`config.mk`:
```
export PLATFORM = sky130hd
export DESIGN_NAME = paddle_motion_ctrl
export DESIGN_NICKNAME = d
export VERILOG_FILES = /design/src/rtl/paddle_pkg.sv /design/src/rtl/ps2_key_tracker.sv /design/src/rtl/paddle_motion_ctrl.sv
export SDC_FILE = /design/constraint.sdc
export NUM_CORES = 1
export LEC_CHECK = 0
export ABC_AREA = 1
export BUFFER_PORTS_ARGS = -buffer_cell sky130_fd_sc_hd__buf_2
export CORE_MARGIN = 2
export CORE_UTILIZATION = 50
export DETAILED_ROUTE_END_ITERATION = 7
export HOLD_SLACK_MARGIN = 0.15
export PLACE_DENSITY = 0.68
export SYNTH_ARGS = -nofsm -noshare
export SYNTH_HDL_FRONTEND = slang
export SYNTH_SLANG_ARGS = --single-unit
```
`constraint.sdc`:
```
create_clock -name CLK100MHZ -period 2.7 [get_ports CLK100MHZ]
set_input_delay 0.675 -clock CLK100MHZ [delete_from_list [all_inputs] [get_ports CLK100MHZ]]
set_output_delay 0.675 -clock CLK100MHZ [all_outputs]
set_load 0.05 [all_outputs]
```
`src/rtl/paddle_pkg.sv`:
```
// Shared scan-code constants and decoder state encoding for the paddle
// motion controller.
package paddle_pkg;

    localparam logic [7:0] SC_EXT    = 8'hE0;
    localparam logic [7:0] SC_BRK    = 8'hF0;
    localparam logic [7:0] SC_A      = 8'h1C;
    localparam logic [7:0] SC_D      = 8'h23;
    localparam logic [7:0] SC_R      = 8'h2D;
    localparam logic [7:0] SC_LARROW = 8'h6B;
    localparam logic [7:0] SC_RARROW = 8'h74;

    typedef enum logic [1:0] {
        ST_IDLE,
        ST_BRK,
        ST_EXT,
        ST_EXT_BRK
    } dec_state_t;

endpackage

```
`src/rtl/ps2_key_tracker.sv`:
```
// Decodes the PS/2 make/break byte stream into held flags for the
// left/right keys, plus a same-cycle recentre strobe on make of R.
module ps2_key_tracker
    import paddle_pkg::*;
(
    input  logic       CLK100MHZ,
    input  logic       rst,
    input  logic [7:0] i_code,
    input  logic       i_code_valid,
    output logic       o_left_held,
    output logic       o_right_held,
    output logic       o_recentre
);

    dec_state_t r_state, w_state_nxt;
    logic r_a, r_d, r_la, r_ra;
    logic w_a_nxt, w_d_nxt, w_la_nxt, w_ra_nxt;
    logic r_left, r_right;

    always_ff @(posedge CLK100MHZ or posedge rst) begin
        if (rst) begin
            r_state <= ST_IDLE;
            r_a     <= 1'b0;
            r_d     <= 1'b0;
            r_la    <= 1'b0;
            r_ra    <= 1'b0;
            r_left  <= 1'b0;
            r_right <= 1'b0;
        end else begin
            r_state <= w_state_nxt;
            r_a     <= w_a_nxt;
            r_d     <= w_d_nxt;
            r_la    <= w_la_nxt;
            r_ra    <= w_ra_nxt;
            r_left  <= w_a_nxt | w_la_nxt;
            r_right <= w_d_nxt | w_ra_nxt;
        end
    end

    always_comb begin
        w_state_nxt = r_state;
        w_a_nxt     = r_a;
        w_d_nxt     = r_d;
        w_la_nxt    = r_la;
        w_ra_nxt    = r_ra;
        o_recentre  = 1'b0;
        if (i_code_valid) begin
            // Every accepted byte ends a sequence unless it is a prefix.
            w_state_nxt = ST_IDLE;
            case (r_state)
                ST_IDLE: begin
                    if (i_code == SC_EXT)      w_state_nxt = ST_EXT;
                    else if (i_code == SC_BRK) w_state_nxt = ST_BRK;
                    else if (i_code == SC_A)   w_a_nxt     = 1'b1;
                    else if (i_code == SC_D)   w_d_nxt     = 1'b1;
                    else if (i_code == SC_R)   o_recentre  = 1'b1;
                end
                ST_BRK: begin
                    if (i_code == SC_A)      w_a_nxt = 1'b0;
                    else if (i_code == SC_D) w_d_nxt = 1'b0;
                end
                ST_EXT: begin
                    if (i_code == SC_BRK)         w_state_nxt = ST_EXT_BRK;
                    else if (i_code == SC_LARROW) w_la_nxt    = 1'b1;
                    else if (i_code == SC_RARROW) w_ra_nxt    = 1'b1;
                end
                ST_EXT_BRK: begin
                    if (i_code == SC_LARROW)      w_la_nxt = 1'b0;
                    else if (i_code == SC_RARROW) w_ra_nxt = 1'b0;
                end
                default: w_state_nxt = ST_IDLE;
            endcase
        end
    end

    assign o_left_held  = r_left;
    assign o_right_held = r_right;

endmodule

```
`src/rtl/paddle_motion_ctrl.sv`:
```
// Paddle x-position sequencer: key-held tracking drives a clamped step
// on every motion tick, with an immediate recentre on the R key.
module paddle_motion_ctrl
    import paddle_pkg::*;
#(
    parameter int STEP_DIV = 1_000_000,
    parameter int STEP     = 1,
    parameter int X_MIN    = 20,
    parameter int X_MAX    = 600,
    parameter int X_INIT   = 320
) (
    input  logic       CLK100MHZ,
    input  logic       rst,
    input  logic [7:0] code,
    input  logic       code_valid,
    output logic [9:0] x_pos,
    output logic       left_held,
    output logic       right_held,
    output logic       pos_changed
);

    localparam int CNT_W = (STEP_DIV > 1) ? $clog2(STEP_DIV) : 1;
    localparam logic [CNT_W-1:0] CNT_LAST = CNT_W'(STEP_DIV - 1);
    localparam logic signed [10:0] P_STEP = 11'(STEP);
    localparam logic signed [10:0] P_MIN  = 11'(X_MIN);
    localparam logic signed [10:0] P_MAX  = 11'(X_MAX);
    localparam logic [9:0]         P_INIT = 10'(X_INIT);

    logic [CNT_W-1:0]   r_cnt;
    logic               w_tick;
    logic               w_recentre;
    logic [9:0]         r_x, w_x_nxt;
    logic               r_pos_changed;
    logic signed [10:0] w_x_s, w_dn, w_up;

    ps2_key_tracker u_keys (
        .CLK100MHZ    (CLK100MHZ),
        .rst          (rst),
        .i_code       (code),
        .i_code_valid (code_valid),
        .o_left_held  (left_held),
        .o_right_held (right_held),
        .o_recentre   (w_recentre)
    );

    assign w_tick = (r_cnt == '0);

    always_ff @(posedge CLK100MHZ or posedge rst) begin
        if (rst)                    r_cnt <= '0;
        else if (r_cnt == CNT_LAST) r_cnt <= '0;
        else                        r_cnt <= r_cnt + 1'b1;
    end

    // 11-bit signed keeps the left step from wrapping past zero.
    always_comb begin
        w_x_s   = $signed({1'b0, r_x});
        w_dn    = w_x_s - P_STEP;
        w_up    = w_x_s + P_STEP;
        w_x_nxt = r_x;
        if (w_recentre)
            w_x_nxt = P_INIT;
        else if (w_tick && left_held && !right_held)
            w_x_nxt = (w_dn < P_MIN) ? P_MIN[9:0] : w_dn[9:0];
        else if (w_tick && right_held && !left_held)
            w_x_nxt = (w_up > P_MAX) ? P_MAX[9:0] : w_up[9:0];
    end

    always_ff @(posedge CLK100MHZ or posedge rst) begin
        if (rst) begin
            r_x           <= P_INIT;
            r_pos_changed <= 1'b0;
        end else begin
            r_x           <= w_x_nxt;
            r_pos_changed <= (w_x_nxt != r_x);
        end
    end

    assign x_pos       = r_x;
    assign pos_changed = r_pos_changed;

endmodule

```
# Word-level counts from Yosys, hierarchy flattened
# Index checks and enable logic that the tools add are counted.
op_classes:
  add_sub_neg: 3
  mul: 0
  n_div: 0
  magnitude_cmp: 2
  eq_ne: 12
  n_shift: 0
  muxes: 43
  bitwise_logic: 2
  n_reduce_logical: 8
ops:
  columns: ["cell", "n"]
  rows:
  - ["2-to-1 mux 10 bit", 5]
  - ["2-to-1 mux 1 bit", 30]
  - ["adder 20 x 1 -> 20 bit (second input constant)", 1]
  - ["== test 20 bit (second input constant)", 1]
  - ["zero test 20 bit", 1]
  - ["2-to-1 mux 20 bit", 1]
  - ["== test 8 x 6 -> 1 bit (second input constant)", 2]
  - ["== test 8 x 7 -> 1 bit (second input constant)", 2]
  - ["== test 8 bit (second input constant)", 2]
  - ["adder 10 x 1 -> 11 bit (second input constant)", 1]
  - ["> comparator 11 bit (second input constant)", 1]
  - ["less-than comparator 11 x 6 -> 1 bit (second input constant)", 1]
  - ["subtractor 10 x 1 -> 11 bit (second input constant)", 1]
  - ["!= test 10 bit", 1]
  - ["== test 8 x 5 -> 1 bit (second input constant)", 1]
  - ["case mux 1 bit (2 select lines)", 4]
  - ["== test 2 bit (second input constant)", 2]
  - ["logical AND 1 bit", 4]
  - ["2-to-1 mux 2 bit", 2]
  - ["case mux 2 bit (2 select lines)", 1]
  - ["== test 2 x 1 -> 1 bit (second input constant)", 1]
  - ["zero test 1 bit", 2]
  - ["zero test 2 bit", 1]
  - ["bitwise OR 1 bit", 2]
totals:
  regBits: 39
  latchBits: 0
  mem_bits_rw: 0
  romBits: 0
  in_bits: 11
  out_inout_bits: 13
  elab_cells: 80
  mem_count: 0

# Depth between registers and ports, before layout
# Gate-level depths: netlist of the first run.
logic_depth:
  word_depth: 10
  mapped_depth: 21
  mapped_depth_nobuf: 20

# By module
# Synthesis of the first run repeated with hierarchy kept, for this count alone.
hier_totals:
  hier_cells: 491
  hier_area_um2: 3130.5
modules_own_cells:
  columns: ["module", "instances", "cells_each", "area_each_um2", "seq_area_each_um2"]
  rows:
  - ["paddle_motion_ctrl", 1, 404, 2575.0, 778.2]
  - ["ps2_key_tracker", 1, 87, 555.5, 200.2]

# Least setup slack after synthesis of the first run
# Ideal clock, no wire load.
synth_timing:
  path_kind: "register -> register"
  startpoint: "reg r_x[0] (netlist: x_pos[0])"
  endpoint: "reg r_pos_changed (netlist: pos_changed)"
  setup_ns: 0.119
  arrival_time_ns: 2.363
  t_required_ns: 2.581
  path_slack_ns: 0.218
  stages_incl_launch_ff: 20
  n_path_buf: 1
  period_less_slack_ns: 2.482
  cell_sequence: "dfrtp_1 -> buf_2 -> inv_1 -> ha_1 -> xnor2_1 -> nand3_1 -> nand2_1 -> nand2_1 -> nor2_2 -> nand2_4 -> nand3_1 -> nand2_1 -> inv_2 -> nand3_1 -> nand2_1 -> nand2_1 -> inv_1 -> nand2_1 -> nor2_1 -> nand2_1"
synth_via:
  elab_chain_cells: 7
  elab_cells_between_ends: 10
  classes_between: "2 x add/sub; 2 x order compare; 1 x eq/ne; 5 x mux"
synth_rtl:
  columns: ["element", "line", "text"]
  rows:
  - ["from (decl)", "paddle_motion_ctrl.sv:32", "logic [9:0] r_x, w_x_nxt;"]
  - ["from (signal assigned)", "paddle_motion_ctrl.sv:73", "r_x <= w_x_nxt;"]
  - ["adder 10 x 1 -> 11 bit", "paddle_motion_ctrl.sv:58", "w_up = w_x_s + P_STEP;"]
  - ["> comparator 11 bit", "paddle_motion_ctrl.sv:65", "w_x_nxt = (w_up > P_MAX) ? P_MAX[9:0] : w_up[9:0];"]
  - ["2-to-1 mux 10 bit", "paddle_motion_ctrl.sv:65", null]
  - ["2-to-1 mux 10 bit", "paddle_motion_ctrl.sv:64", "else if (w_tick && right_held && !left_held)"]
  - ["2-to-1 mux 10 bit", "paddle_motion_ctrl.sv:62", "else if (w_tick && left_held && !right_held)"]
  - ["2-to-1 mux 10 bit", "paddle_motion_ctrl.sv:60", "if (w_recentre)"]
  - ["!= test 10 bit (*)", "paddle_motion_ctrl.sv:74", "r_pos_changed <= (w_x_nxt != r_x);"]
  - ["to (signal assigned)", "paddle_motion_ctrl.sv:74", null]
  - ["to (decl)", "paddle_motion_ctrl.sv:33", "logic r_pos_changed;"]
# Every way passes the cells marked *; elsewhere a longest branch is shown, timed or not.
# A chain may end at the register's enable or synchronous reset.

# Worst setup path after layout of the first run
# Ends and elaborated chain as after synthesis.

==> run metrics, run 1 <==
result of the run=completed; worst endpoint required time=2.89 ns; number of synthesized flops with an enable pin=0; gate count after technology mapping=476; startpoint class of the critical path=flip-flop; Pleak=1.89 nW; most prevalent standard cell on the critical path=sky130_fd_sc_hd__nand2_1; Die X-Extent=82.2 µm; Pins Over Slew Limit=0; highest ir drop seen on vdd=306 µV; period utilisation layout=0.898; number of storage elements in the synthesis netlist=39; source-to-sink clock delay at the later pin of the worst-skew pair=0.30 ns; Worst Setup End Kind=flip-flop; number of hold violations in the final report=0; worst setup slack for register-to-register paths=0.28 ns; main flop type after synthesis=sky130_fd_sc_hd__dfrtp_1; netlist area before placement=3060 µm²; Via density=5.30; via count of the first global-routing pass=2774; top cell family by delay on the critical path=simple AND/OR/NAND/NOR gates; count of nets after finishing=520; sequential area share after synthesis=0.320; Setup Slack @ Placement=0.223 ns; clock transition at the registers of the reported paths=0.09 ns; overall routing resource usage=0.250; Die Height=82.2 µm; Final ANT Viol Nets=0; total of max-cap violations=0; worst r2r path cells=20; hpwl dp=5860 µm; time the final worst path needs with I/O delays and setup=2.42 ns; first-iteration detailed-routing DRC count=204; headroom to the max-slew limit=0.613; TritonCTS clock tree=built; Die ar.=6760 µm²; CTS H-tree depth=2; GRT Residual Overflow=0; Clock Skew=0.00542 ns; port buffer count=23; total vias in the final route=3075; RSZ-0062 raised after global routing=no; summed negative setup slack over all endpoints=0 ns; area leader, netlist=sky130_fd_sc_hd__dfrtp_1; Critical Path Slowest Stage Cell=sky130_fd_sc_hd__dfrtp_2; number of distinct library cells after synthesis=45; beginning of the worst register-to-register path=x_pos[0]; wire length of the first global-routing pass=12900 µm; CTS Root Cell=sky130_fd_sc_hd__clkbuf_8; ratio of cells with drive above 1 in the final layout=0.133; pin count of the biggest net entering global routing=40; number of antenna cells inserted=0; Power Dens Cells=367 nW/µm²; proportion of netlist area held by the largest area contributor=0.303; worst min-delay path category=in -> async; wire per inst=13.4 µm; final RePlAce weighted congestion=0.982; count of hold-fix buffers inserted at cts=0; final count of negative-setup-slack endpoints=0; Yosys Warn Count=0; post-route DRC violation count=0; Synth Area per Inst=6.43 µm²; cell types with the largest area share after synthesis=sky130_fd_sc_hd__dfrtp_1 (30%), sky130_fd_sc_hd__nand2_1 (16%), sky130_fd_sc_hd__inv_1 (9.8%), sky130_fd_sc_hd__nand3_1 (8.2%), sky130_fd_sc_hd__nor2_1 (7.1%); post-CTS setup buffer count=0; Filler Cells Inserted=593; antenna violations before repair=0; initial cell density of the core=0.517; delay contributed by the slowest stage of the critical path=0.46 ns; most repeated cell in the gate-level netlist after synthesis=sky130_fd_sc_hd__nand2_1; ys async rst share=1.00; floorplan core area=5920 µm²; number of nets in the synthesized netlist=492; total placed instance area=3260 µm²; total detailed-routing wirelength=7750 µm; arrival time at the worst endpoint=2.61 ns; Area growth syn-to-layout=11.7%; area of all placed cells without fillers=3420 µm²; minimum setup slack in the final design=0.276 ns; drt first pass iters=5; list of cells traversed by the critical path=buf_4 > inv_1 > ha_4 > nand2_2 > nor2_1 > nor2_1 > nor2_2 > nand2_1 > nor2_2 > nand2_4 > nand3_1 > nand2_1 > inv_2 > nand3_1 > nand2_1 > nand2_1 > inv_1 > nand2_1 > nor2_1 > nand2_1; Post-Route Utilization=0.577; endpoint of the lowest-slack register-to-register path=pos_changed; synth cell count leaders=sky130_fd_sc_hd__nand2_1 (127), sky130_fd_sc_hd__inv_1 (80), sky130_fd_sc_hd__nor2_1 (58); Critical path buffers and inverters=4; kind of critical path=reg -> reg; cell row count=28; clk sinks=39; measured slew at the worst slew-check pin=0.575 ns; largest fanout on the critical path=8; clock tree buffer depth=2; total clock buffers created by CTS=5; Fmax achieved=412 MHz; I/O pin count=24
## logic make-up after synthesis
group / count (synthesis) / share of synthesized area
AO/OA/AOI/OAI: 39 / 0.0728
XOR/XNOR: 7 / 0.0225
buffers and inverters: 91 / 0.118
AND/OR/NAND/NOR: 294 / 0.443
adder cells (fa/ha/maj): 5 / 0.0204
flip-flops: 39 / 0.320
multiplexers: 1 / 0.00327
## worst max-delay path by stage
stage               startpoint           to  slack (ns)  cells after the start
floorplan             x_pos[0]  pos_changed        0.22                     19
finish                x_pos[0]  pos_changed        0.28                     20
global route          r_cnt[0]    r_cnt[18]       0.005                     14
global placement      x_pos[0]  pos_changed        0.27                     19
CTS                   x_pos[0]  pos_changed        0.20                     20
detailed placement    x_pos[0]  pos_changed        0.22                     20
## routing by layer
layer,vias up,share of wire,global-route usage
li1,1566,-,-
met1,1362,0.48,0.359
met2,137,0.44,0.390
met3,10,0.072,0.0391
met4,0,0.012,0.0667
met5,-,0,0
## cell type report
cell class | count | area, µm² | share of cell area
Inverter | 83 | 312 | 0.0911
Multi-Input combinational cell | 346 | 1730 | 0.507
Clock buffer | 5 | 68.8 | 0.0201
Timing Repair Buffer | 29 | 160 | 0.0469
Sequential cell | 39 | 980 | 0.287
Clock inverter | 3 | 71.3 | 0.0209
Tap cell | 75 | 93.8 | 0.0275
## state kept, by name (all words and copies together), names as in the netlist
| register | count |
|---|---|
| r_cnt | 20 |
| u_keys.r_la | 1 |
| pos_changed | 1 |
| x_pos | 10 |
| u_keys.o_left_held | 1 |
| u_keys.r_a | 1 |
| u_keys.r_ra | 1 |
| u_keys.r_d | 1 |
| u_keys.r_state | 2 |
| u_keys.o_right_held | 1 |
## where the power goes
part | switching (mW) | internal [mW]
registers | 0.00362 | 0.587
clock network | 0.236 | 0.375
logic | 0.0372 | 0.0143
## placed cells by master (no fill, tap or decap), types with 2 or more instances in the layout
cell,count
sky130_fd_sc_hd__nor4_1,7
sky130_fd_sc_hd__nand2_2,4
sky130_fd_sc_hd__nand2_1,127
sky130_fd_sc_hd__o21ai_1,2
sky130_fd_sc_hd__inv_1,80
sky130_fd_sc_hd__nand4_1,15
sky130_fd_sc_hd__o211ai_1,2
sky130_fd_sc_hd__nor2_4,4
sky130_fd_sc_hd__nor2_1,58
sky130_fd_sc_hd__ha_1,4
sky130_fd_sc_hd__dfstp_2,2
sky130_fd_sc_hd__clkbuf_8,5
sky130_fd_sc_hd__dfrtp_1,36
sky130_fd_sc_hd__clkinv_1,2
sky130_fd_sc_hd__xor2_1,5
sky130_fd_sc_hd__nor3_1,9
sky130_fd_sc_hd__nand3_1,50
sky130_fd_sc_hd__nand2_4,2
sky130_fd_sc_hd__nor2_2,8
sky130_fd_sc_hd__a21oi_1,20
sky130_fd_sc_hd__o21ai_0,7
sky130_fd_sc_hd__nand3b_1,2
sky130_fd_sc_hd__buf_4,6
sky130_fd_sc_hd__bufinv_16,2
sky130_fd_sc_hd__buf_2,23
## worst register-to-register path: cells and delay by family, from the launching register on
kind	cells	cell delay (ns)
DFF	1	0.46
adders and majority gates	1	0.20
buffers and inverters	4	0.44
and+or+nand+nor	15	1.24
## per-stage QoR
| step | hold WS, ns | power [mW] | cells |
|---|---|---|---|
| floorplan | 0.451 | 0.632 | 476 |
| global placement | 0.471 | 0.653 | 572 |
| detailed placement | 0.478 | 0.654 | 572 |
| CTS | 0.496 | 1.26 | 580 |
| global route | 0.523 | 1.29 | 580 |
| finish | 0.482 | 1.25 | 580 |
## what timing repair did
item,CTS,global route
hold endpoints to repair,0,0
resized for setup,0,3
endpoints found under the setup margin,0,1
Note: power is estimated with default switching activity, not from simulation.
==> run 2, diff against run 1 <==
Settings changed: CORE_UTILIZATION 50 to 60, PLACE_DENSITY 0.68 to 0.8.
==> run metrics, run 2 (synthesis results as in run 1) <==
Via density=5.56 (+4.9%); pin count of the biggest net entering global routing=40 (unchanged); combinational fraction of design power=0.049 (+0.008); post-route DRC violation count=0 (unchanged); proportion of power drawn by flip-flops and latches=0.576 (+0.105); met1 capacity usage during global routing=0.408 (+0.0488); source-to-sink clock delay at the later pin of the worst-skew pair=0.29 ns (about the same); floorplan core area=4820 µm² (-19%); Sw Ratio=0.236 (+0.0154); Die ar.=5690 µm² (-16%); antenna violations before repair=0 (unchanged); wire length of the first global-routing pass=12800 µm (-1.1%); total vias in the final route=3191 (+3.8%); drt first pass iters=5 (unchanged); final count of negative-setup-slack endpoints=0 (unchanged); summed negative setup slack over all endpoints=0 ns (unchanged); port buffer count=23 (unchanged); first-iteration detailed-routing DRC count=327 (+60%); highest ir drop seen on vdd=336 µV (+9.8%); worst setup path start=x_pos[0]; cell row count=25 (-11%); ratio of cells with drive above 1 in the final layout=0.128 (-0.00447); Power Dens Cells=306 nW/µm² (-17%); worst endpoint required time=2.89 ns (about the same); Critical Path Slowest Stage Cell=sky130_fd_sc_hd__dfrtp_1; most common library cell in the layout ignoring fill and taps=sky130_fd_sc_hd__nand2_1; met3 GRT Util=0.0463 (+0.00717); total of max-cap violations=0 (unchanged); Die Height=75.4 µm (-8.3%); I/O pin count=24 (unchanged); switching power total=0.242 mW (-13%); post-CTS setup buffer count=0 (unchanged); hpwl dp=6040 µm (+3.0%); worst setup slack for register-to-register paths=0.21 ns (-0.06 ns); number of hold violations in the final report=0 (unchanged); CTS Root Cell=sky130_fd_sc_hd__clkbuf_8; CTS H-tree depth=2 (unchanged); clk sinks=39 (unchanged); beginning of the worst register-to-register path=x_pos[0]; clock tree buffer depth=2 (unchanged); startpoint class of the critical path=flip-flop; internal power=0.783 mW (-20%); Pins Over Slew Limit=0 (unchanged); total detailed-routing wirelength=7700 µm (-0.59%); clock transition at the registers of the reported paths=0.08 ns (about the same); Fmax achieved=402 MHz (-2.5%); number of antenna cells inserted=0 (unchanged); headroom to the max-slew limit=0.617 (+0.00408); area of all placed cells without fillers=3350 µm² (-2.0%); RSZ-0062 raised after global routing=no; final RePlAce weighted congestion=1.00 (+2.2%); result of the run=completed; endpoint of the lowest-slack register-to-register path=pos_changed; wire per inst=13.4 µm (+0.45%); initial cell density of the core=0.635 (+0.118); list of cells traversed by the critical path=inv_1 > ha_1 > xnor2_1 > nand3_1 > nand2_1 > nand2_1 > nor2_2 > nand2_4 > nand3b_1 > nand2_1 > clkinv_1 > nand3_1 > nand2_1 > nand3_1 > nor2_1 > nand2_1; flip-flop count of the largest register, all copies and words added=20 (unchanged); cts repair resizes=0 (unchanged); top cell family by delay on the critical path=simple AND/OR/NAND/NOR gates; count of nets after finishing=522 (+0.38%); Area growth syn-to-layout=9.53%; total placed instance area=3270 µm² (+0.15%); Clock Skew=0.00876 ns (+0.00334 ns); total clock buffers created by CTS=5 (unchanged); worst min-delay path category=in -> async; most prevalent standard cell on the critical path=sky130_fd_sc_hd__nand2_1; largest fanout on the critical path=8 (unchanged); Final ANT Viol Nets=0 (unchanged); busiest layer in global routing=met2; met2 GRT Util=0.457 (+0.0667); overall routing resource usage=0.294 (+0.0442); GRT Residual Overflow=0 (unchanged); delay contributed by the slowest stage of the critical path=0.48 ns (+0.02 ns); via count of the first global-routing pass=2865 (+3.3%); count of hold-fix buffers inserted at cts=0 (unchanged); Clock Power Share=0.374 (-0.114); Die X-Extent=75.4 µm (-8.3%); Critical path buffers and inverters=2 (-2); measured slew at the worst slew-check pin=0.569 ns (-0.00606 ns); time the final worst path needs with I/O delays and setup=2.49 ns (+0.0610 ns); register with the most flip-flops=r_cnt; leading cell types in the layout, fill and taps excluded=sky130_fd_sc_hd__nand2_1 (127), sky130_fd_sc_hd__inv_1 (80), sky130_fd_sc_hd__nor2_1 (58), sky130_fd_sc_hd__nand3_1 (50), sky130_fd_sc_hd__dfrtp_1 (37); period utilisation layout=0.920 (+0.0226); TritonCTS clock tree=built; kind of critical path=reg -> reg; worst r2r path cells=16 (-20%); Worst Setup End Kind=flip-flop; arrival time at the worst endpoint=2.67 ns (+0.06 ns); Pleak=1.87 nW (-0.96%)
## run 2: worst max path at each step
stage / to / depth (start not counted) / slack [ns]
after CTS: pos_changed / 16 / 0.27
after global routing: pos_changed / 16 / 0.09
after detailed placement: pos_changed / 16 / 0.30
after floorplan: pos_changed / 19 / 0.22
final: pos_changed / 16 / 0.21
after global placement: pos_changed / 16 / 0.35
## run 2: power groups by stage
stage | Clock (mW) | Combinational, mW | Sequential (mW)
2_1_floorplan | 0 | 0.0270 | 0.605
3_3_place_gp | 0 | 0.0503 | 0.602
3_5_place_dp | 0 | 0.0515 | 0.602
4_1_cts | 0.392 | 0.0517 | 0.591
5_1_grt | 0.416 | 0.0589 | 0.591
6_report | 0.384 | 0.0506 | 0.591
## run 2: per-layer routing
layer | up-vias | wire (µm)
met4 | 0 | 219
li1 | 1578 | -
met2 | 154 | 3470
met5 | - | 0
met1 | 1429 | 3390
met3 | 30 | 625
## run 2: area by class of cell
class | count | area (µm²)
multi-input combinational | 346 | 1720
clock buffer | 7 | 76.3
fill | 459 | 1470
tap | 67 | 83.8
inverter | 83 | 312
clock inverter | 1 | 5.00
sequential | 39 | 978
timing repair buffer | 31 | 175
## run 2: worst register-to-register path, stage by stage, from the launching register on
cell	delay, ns
sky130_fd_sc_hd__dfrtp_1	0.48
sky130_fd_sc_hd__inv_1	0.13
sky130_fd_sc_hd__ha_1	0.31
sky130_fd_sc_hd__xnor2_1	0.29
sky130_fd_sc_hd__nand3_1	0.12
sky130_fd_sc_hd__nand2_1	0.07
sky130_fd_sc_hd__nand2_1	0.06
sky130_fd_sc_hd__nor2_2	0.12
sky130_fd_sc_hd__nand2_4	0.10
sky130_fd_sc_hd__nand3b_1	0.09
sky130_fd_sc_hd__nand2_1	0.09
sky130_fd_sc_hd__clkinv_1	0.08
sky130_fd_sc_hd__nand3_1	0.07
sky130_fd_sc_hd__nand2_1	0.10
sky130_fd_sc_hd__nand3_1	0.09
sky130_fd_sc_hd__nor2_1	0.13
sky130_fd_sc_hd__nand2_1	0.06
## run 2: per-stage QoR
stage                      util  hold slack, ns  instances  worst slack [ns]  power, mW
after floorplan               -           0.451        476             0.218      0.632
after global placement    0.679           0.466        566             0.352      0.652
after detailed placement  0.679           0.484        566             0.299      0.653
after CTS                 0.696           0.501        574             0.271       1.03
after global routing      0.696           0.520        574            0.0858       1.07
final                     0.696           0.486        574             0.215       1.03
